[src/rtl/sw_alloc_if.sv]
// Request/grant bundle between the input channels of one output port and its switch allocator.
// The allocator side uses the slave modport; the channel/crossbar side uses master.
interface sw_alloc_if #(
  parameter int PORTS = 5,
  parameter int PORTW = 2
);
  logic [PORTS-1:0] req;
  logic [PORTS-1:0] ivalid;
  logic [PORTS-1:0] itail;
  logic             irdy;
  logic [PORTS-1:0] grt;
  logic [PORTW:0]   sel;
  logic             busy;

  modport master (
    output req, ivalid, itail, irdy,
    input  grt, sel, busy
  );

  modport slave (
    input  req, ivalid, itail, irdy,
    output grt, sel, busy
  );
endinterface

[src/rtl/sw_alloc.sv]
// Per-output-port switch allocator: locks the port to one input for a whole packet, then rotates.
// Build option SA_FIXED_PRIO_EN: lowest-index requester always wins instead of round-robin.
//
// state  | meaning
// IDLE   | no packet owns the port; any request is arbitrated from ptr+1
// LOCKED | port owned by input sel until its tail transfers or it drops req
module sw_alloc #(
  parameter int PORTS = 5,
  parameter int PORTW = 2
) (
  input  logic       clk,
  input  logic       rst_,
  sw_alloc_if.slave  bus
);

  typedef enum logic {IDLE, LOCKED} state_t;

  localparam logic [PORTW:0] LAST = (PORTW+1)'(PORTS-1);

  state_t           state, state_nx;
  logic [PORTS-1:0] grt_q, grt_nx;
  logic [PORTW:0]   sel_q, sel_nx;
  logic [PORTW:0]   ptr_q, ptr_nx;
  logic             busy_q, busy_nx;

  logic             fire;
  logic             rel;
  logic [PORTS-1:0] cand;
  logic [PORTW:0]   start;
  logic             win_ok;
  logic [PORTW:0]   win;
  logic [PORTW+1:0] idx;

  function automatic logic [PORTW:0] wrap_inc(input logic [PORTW:0] v);
    return (v == LAST) ? '0 : v + 1'b1;
  endfunction

  assign fire = busy_q & (|(grt_q & bus.ivalid)) & bus.irdy;
  assign rel  = busy_q & ((fire & bus.itail[sel_q]) | ~bus.req[sel_q]);

  // The current owner is masked out so it cannot re-win in its own release cycle.
  always_comb begin
    cand  = '0;
    start = '0;
    if (state == IDLE) begin
      cand = bus.req;
    end else begin
      cand = bus.req & ~grt_q;
    end
`ifdef SA_FIXED_PRIO_EN
    start = '0;
`else
    start = (state == IDLE) ? wrap_inc(ptr_q) : wrap_inc(sel_q);
`endif
  end

  always_comb begin
    win_ok = 1'b0;
    win    = '0;
    idx    = '0;
    for (int i = 0; i < PORTS; i++) begin
      idx = {1'b0, start} + (PORTW+2)'(i);
      if (idx >= (PORTW+2)'(PORTS)) begin
        idx = idx - (PORTW+2)'(PORTS);
      end
      if (!win_ok && cand[idx[PORTW:0]]) begin
        win_ok = 1'b1;
        win    = idx[PORTW:0];
      end
    end
  end

  always_ff @(posedge clk or negedge rst_) begin
    if (!rst_) begin
      state  <= IDLE;
      grt_q  <= '0;
      sel_q  <= '0;
      ptr_q  <= LAST;
      busy_q <= 1'b0;
    end else begin
      state  <= state_nx;
      grt_q  <= grt_nx;
      sel_q  <= sel_nx;
      ptr_q  <= ptr_nx;
      busy_q <= busy_nx;
    end
  end

  always_comb begin
    state_nx = state;
    grt_nx   = grt_q;
    sel_nx   = sel_q;
    ptr_nx   = ptr_q;
    busy_nx  = busy_q;
    case (state)
      IDLE: begin
        grt_nx  = '0;
        busy_nx = 1'b0;
        if (win_ok) begin
          grt_nx   = PORTS'(1) << win;
          sel_nx   = win;
          ptr_nx   = win;
          busy_nx  = 1'b1;
          state_nx = LOCKED;
        end
      end
      LOCKED: begin
        if (rel) begin
          if (win_ok) begin
            grt_nx = PORTS'(1) << win;
            sel_nx = win;
            ptr_nx = win;
          end else begin
            grt_nx   = '0;
            sel_nx   = '0;
            busy_nx  = 1'b0;
            state_nx = IDLE;
          end
        end
      end
      default: begin
        grt_nx   = '0;
        sel_nx   = '0;
        busy_nx  = 1'b0;
        state_nx = IDLE;
      end
    endcase
  end

  assign bus.grt  = grt_q;
  assign bus.sel  = sel_q;
  assign bus.busy = busy_q;

endmodule

[src/flat_wrapper.sv]
// flat-port wrapper written by rule: the top's interface ports become plain ports
module sw_alloc_flat 
#(
  parameter int PORTS = 5,
  parameter int PORTW = 2
)
  (clk, rst_, bus_req, bus_ivalid, bus_itail, bus_irdy, bus_grt, bus_sel, bus_busy);
  sw_alloc_if #(.PORTS(PORTS), .PORTW(PORTW)) bus_i ();
  input  logic clk;
  input  logic rst_;
  input wire logic [$bits(bus_i.req)-1:0] bus_req;
  input wire logic [$bits(bus_i.ivalid)-1:0] bus_ivalid;
  input wire logic [$bits(bus_i.itail)-1:0] bus_itail;
  input wire logic [$bits(bus_i.irdy)-1:0] bus_irdy;
  output wire logic [$bits(bus_i.grt)-1:0] bus_grt;
  output wire logic [$bits(bus_i.sel)-1:0] bus_sel;
  output wire logic [$bits(bus_i.busy)-1:0] bus_busy;
  assign bus_i.req = bus_req;
  assign bus_i.ivalid = bus_ivalid;
  assign bus_i.itail = bus_itail;
  assign bus_i.irdy = bus_irdy;
  assign bus_grt = bus_i.grt;
  assign bus_sel = bus_i.sel;
  assign bus_busy = bus_i.busy;
  sw_alloc #(.PORTS(PORTS), .PORTW(PORTW)) u_core (.clk(clk), .rst_(rst_), .bus(bus_i));
endmodule
[config.mk]
export PLATFORM = sky130hd
export DESIGN_NAME = sw_alloc_flat
export DESIGN_NICKNAME = d
export VERILOG_FILES = /design/src/rtl/sw_alloc_if.sv /design/src/rtl/sw_alloc.sv /design/src/flat_wrapper.sv
export SDC_FILE = /design/constraint.sdc
export NUM_CORES = 1
export LEC_CHECK = 0
export ABC_AREA = 1
export BUFFER_PORTS_ARGS = -buffer_cell sky130_fd_sc_hd__buf_2
export CORE_ASPECT_RATIO = 1.1
export CORE_MARGIN = 10
export CORE_UTILIZATION = 55
export CTS_CLUSTER_SIZE = 30
export DETAILED_ROUTE_END_ITERATION = 16
export GPL_TIMING_DRIVEN = 0
export PLACE_DENSITY = 0.82
export SYNTH_ARGS = -nofsm -noshare
export SYNTH_HDL_FRONTEND = slang
export SYNTH_SLANG_ARGS = --single-unit
[constraint.sdc]
create_clock -name clk -period 4.6 [get_ports clk]
set_input_delay 0.92 -clock clk [delete_from_list [all_inputs] [get_ports clk]]
set_output_delay 0.92 -clock clk [all_outputs]
set_load 0.02 [all_outputs]
# --- After elaboration in Yosys (flattened, before gate mapping) ---
# Index checks and enable logic that the tools add are counted.
word_totals:
  reg_bits: 13
  wordCells: 103
classes:
  add_sub_neg: 11
  n_lt_le_gt_ge: 11
  n_eq_ne: 5
  shifts: 1
  mux: 49
  bitwise_logic: 10
  reduce_logical: 11
ops:
  columns: ["op", "n"]
  rows:
  - ["$mux W3", 18]
  - ["$lt A3 B4 Y1 const B", 6]
  - ["$bmux W1 S3", 7]
  - ["$ge A4 B3 Y1 const B", 4]
  - ["$mux W1", 16]
  - ["$mux W5", 3]
  - ["$sub A3 B3 Y3 const B", 5]
  - ["$pmux W3 S2", 2]
  - ["$and A5 B5 Y5", 2]
  - ["$pmux W5 S2", 1]
  - ["$add A3 B2 Y4 const B", 2]
  - ["$add A3 B1 Y3 const B", 2]
  - ["$eq A3 B3 Y1 const B", 2]
  - ["$not A5 Y5", 1]
  - ["$reduce_or A5 Y1", 1]
  - ["$shl A1 B3 Y5 const A", 1]
  - ["$add A3 B1 Y4 const B", 1]
  - ["$add A3 B3 Y4 const B", 1]
  - ["$and A1 B1 Y1", 4]
  - ["$logic_and A1 B1 Y1", 4]
  - ["$logic_not A1 Y1", 4]
  - ["$ne A2 B2 Y1 const B", 2]
  - ["$pmux W1 S2", 2]
  - ["$reduce_and A2 Y1", 2]
  - ["other kinds (4)", 5]

# --- Depth between registers and ports, before layout ---
depth:
  word_depth: 24
  ltp_mapped: 24

# --- Worst setup path before layout ---
# OpenSTA, ideal clock, no wires.
synth_timing:
  path_type: "register -> register"
  startpoint: "reg u_core.sel_q[0] (netlist: u_core.bus.sel[0])"
  endpoint: "reg u_core.ptr_q[1]"
  setup_time_ps: 121
  arrival_time_ps: 3020
  path_slack_ps: 1459
  stages_incl_launch_ff: 18
  period_less_slack_ps: 3141
  cell_sequence: "dfrtp_1 > inv_1 > ha_1 > nand2_1 > o21ai_1 > inv_1 > ha_1 > ha_1 > o21ai_0 > inv_1 > o21ai_1 > nand2_2 > nand3_1 > nand2_1 > nor2_2 > nand3_2 > nand2_1 > o21ai_1"
synth_via:
  elab_chain_len: 23
  word_cells_on_any_way: 63
  classes_between: "add/sub: 10; order compare: 5; eq/ne: 2; mux: 34; bitwise: 4; reduce/logical: 8"
synth_lines:
  columns: ["item", "line_no", "rtl"]
  rows:
  - ["start: declaration", "sw_alloc.sv:22", "logic [PORTW:0] sel_q, sel_nx;"]
  - ["start signal: assignment", "sw_alloc.sv:83", "sel_q <= sel_nx;"]
  - ["branches (longest 23 deep; another with $add A3 B1 Y4)", null, null]
  - ["end signal: assignment", "sw_alloc.sv:84", "ptr_q <= ptr_nx;"]
  - ["end: declaration", "sw_alloc.sv:23", "logic [PORTW:0] ptr_q, ptr_nx;"]
# Parallel ways; which one is timed is not known. The select of a mux whose other input is x is not followed.
# A chain may end at the register's enable or synchronous reset.

# --- Final worst setup path ---
layout_timing:
  startpoint: "reg u_core.sel_q[0] (netlist: u_core.bus.sel[0])"
  endpoint: "reg u_core.ptr_q[0]"
# The elaborated chain is that of the path after synthesis.

==> results.ini <==
[yosys]
yosysTopAreaCell = dfrtp_1
synth_seq_area_share = 0.183
yosys_warnings = 0
synth_edf_count = 0
synth_area_leaders = dfrtp_1 17%, nand2_1 13%, nand3_1 10%
synth_seq_cells = 13
dominantRegCellSynth = dfrtp_1
yosysMostFrequentCell = nand2_1
synthTopCellsByCount = 63 x nand2_1, 36 x inv_1, 36 x nand3_1, 12 x dfrtp_1, 12 x o21ai_0
netlist-cell-type-count = 37
syn_nets = 291
yosysTopAreaCellShare = 0.168
postSynthCellCount = 262
async_flop_share = 1.00
synth.avg_cell_area_sq_um = 6.83
syn-cell-area_sq_um = 1790

[worst_setup_path]
critPathBufInv = 3
r2r_end = u_core.ptr_q[0]
crit_family = adder cells
path_cells = inv_1 > ha_1 > nand2_1 > o21ai_1 > inv_1 > ha_1 > ha_1 > o21ai_0 > inv_1 > o21ai_1 > nand2_2 > nand3_1 > nand2_1 > nor2_2 > nand3_2 > nand2_1 > o21ai_1
critPathSlowestCell = dfrtp_1
reg2reg_from = u_core.bus.sel[0]
slowest_delay_ps = 460
reg2regPathDepth = 17
r2r_setup_slack_ps = 900
path_max_fanout = 7
setup.worst_path.end_class = flop
critPathArrivalTime_ps = 3860
worstSetupPathType = reg2reg
cp_data_required_time_ps = 4760
crit_path_start_kind = flop

[drt]
drtPass1Iterations = 4
vias = 1815
drt_iter0_drc = 131
antenna_left = 0
drc_errors = 0
wl_per_cell_um = 13.3
vias_per_cell = 5.57
drt_wl_total_mm = 4.33

[layout]
fin_nets = 322
diodes = 0
drive_above_1_share = 0.284
seqCellArea_sq_um = 327
fillers = 287
syn_to_final_growth_pct = 11.1
fin_cells = 326
fin_util = 0.647
multi_input_area_sq_um = 1260
fin_area_sq_um = 1990

[clocking]
clk_path_buf_depth = 2
post_cts_resized = 0
postCtsHoldBufs = 0
numCtsBuffers = 3
post-cts-setup-buffers = 0
tritoncts = yes
clock_sinks = 13
cts_htree_levels = 1
insertion_delay_ps = 270
root_buffer = clkbuf_4
path_clk_slew_ps = 70

[timing]
slew_viol_final = 0
min_period_over_period = 0.804
setup_tns_ps = 0
setup_violations = 0
fmax_mhz = 271
holdWs_ps = 506
relSlewSlack = 0.614
final-hold-violation-count = 0
rsz0062_at_grt = no
period_minus_slack_ps = 3700
clock_skew_ps = 0.290
tightest_slew_ps = 576
fin_ws_ps = 903

[place]
gp_congestion = 0.860
dp_cells = 322
place_ws_ps = 956
place_area_sq_um = 1960
port-buffer-count = 26
dp_hpwl_mm = 3.68

[outcome]
status = finished, final reports clean

[worst_hold_path]
hold_class = reg2reg
hold_path.startpoint = u_core.ptr_q[2]
hold_depth = 2
min_to = u_core.ptr_q[2]

[floorplan]
die_area_sq_um = 5940
die_height_um = 79.8
start_util = 0.582
coreArea_sq_um = 3070
boundaryPins = 27
die_w_um = 74.4
num_rows = 21

[pwr]
power_density_nw_per_um2 = 111
ir_worst_vdd_mv = 0.172
power_leakage_nw = 1.05
finalPower_uw = 220

[run]
maxCapViolations = 0

[grt]
grt_usage = 0.153
grt_pass1_wl_mm = 7.58
antenna_found_initial = 0
grt-ovfl-total = 0
grt_pass1_vias = 1750
grt_max_degree = 14

## metal layers
metal	GRT usage	vias to the layer above	share of wire
li1	-	929	-
met1	0.179	835	0.45
met2	0.276	46	0.51
met3	0.0199	5	0.032
met4	0.0495	0	0.012
met5	0	-	0
## cell families (layout without fill, tap and decap cells)
family                     count (synthesis)  count (layout)  share of synthesized area
buffers and inverters                     45              75                      0.112
adders and majority gates                 11              11                     0.0769
and+or+nand+nor                          153             153                      0.473
AOI/OAI and AO/OA                         39              39                      0.146
xor gates and xnor gates                   1               1                    0.00909
DFF                                       13              13                      0.183
## flip-flops by register name (all words and copies together), names as in the netlist
register	count
u_core.bus.sel	3
u_core.bus.grt	5
u_core.bus.busy	1
u_core.ptr_q	3
u_core.state	1
## power breakdown
group	internal, mW	leakage (nW)	total (mW)	switching [mW]
sequential	0.114	0.168	0.114	0
combinational	0.0145	0.871	0.0374	0.0229
clock	0.0336	0.0150	0.0685	0.0348
## cell type report
cell class,instances,share of cell area
buffer,2,0.0157
clock buffer,4,0.0132
inverter,43,0.0850
multi-input combinational,204,0.635
sequential,13,0.164
tap,34,0.0214
timing repair buffer,26,0.0654
## cells in the final DEF (no fill, tap or decap), types with 2 or more instances in the layout
| master | count |
|---|---|
| a21oi_1 | 7 |
| a221oi_1 | 2 |
| buf_2 | 26 |
| clkbuf_4 | 3 |
| dfrtp_1 | 12 |
| ha_1 | 11 |
| inv_1 | 36 |
| inv_2 | 5 |
| nand2_1 | 63 |
| nand2_2 | 8 |
| nand2_4 | 10 |
| nand3_1 | 36 |
| nand3_2 | 11 |
| nand4_1 | 4 |
| nor2_1 | 9 |
| nor2_2 | 4 |
| nor3_1 | 2 |
| o211ai_1 | 3 |
| o21ai_0 | 12 |
| o21ai_1 | 5 |
| o21ai_2 | 3 |
| o21ai_4 | 2 |
## worst max-delay path by stage
stage                     depth (start not counted)         startpoint  slack (ps)           endpoint
after floorplan                                  17  u_core.bus.sel[0]        1460    u_core.ptr_q[1]
after global placement                           17  u_core.bus.sel[0]        1070    u_core.ptr_q[1]
after detailed placement                         17  u_core.bus.sel[0]         960    u_core.ptr_q[0]
after CTS                                        17  u_core.bus.sel[0]         950    u_core.ptr_q[0]
after global routing                             17  u_core.bus.sel[0]         630  u_core.bus.grt[4]
final                                            17  u_core.bus.sel[0]         900    u_core.ptr_q[0]
## worst min-delay path, delay by kind of cell (launching register included)
kind / cells / cell delay, ps
compound gates: 1 / 70
buf+inv: 1 / 70
flops: 1 / 380
No activity file was read; power rests on OpenSTA's default activity.
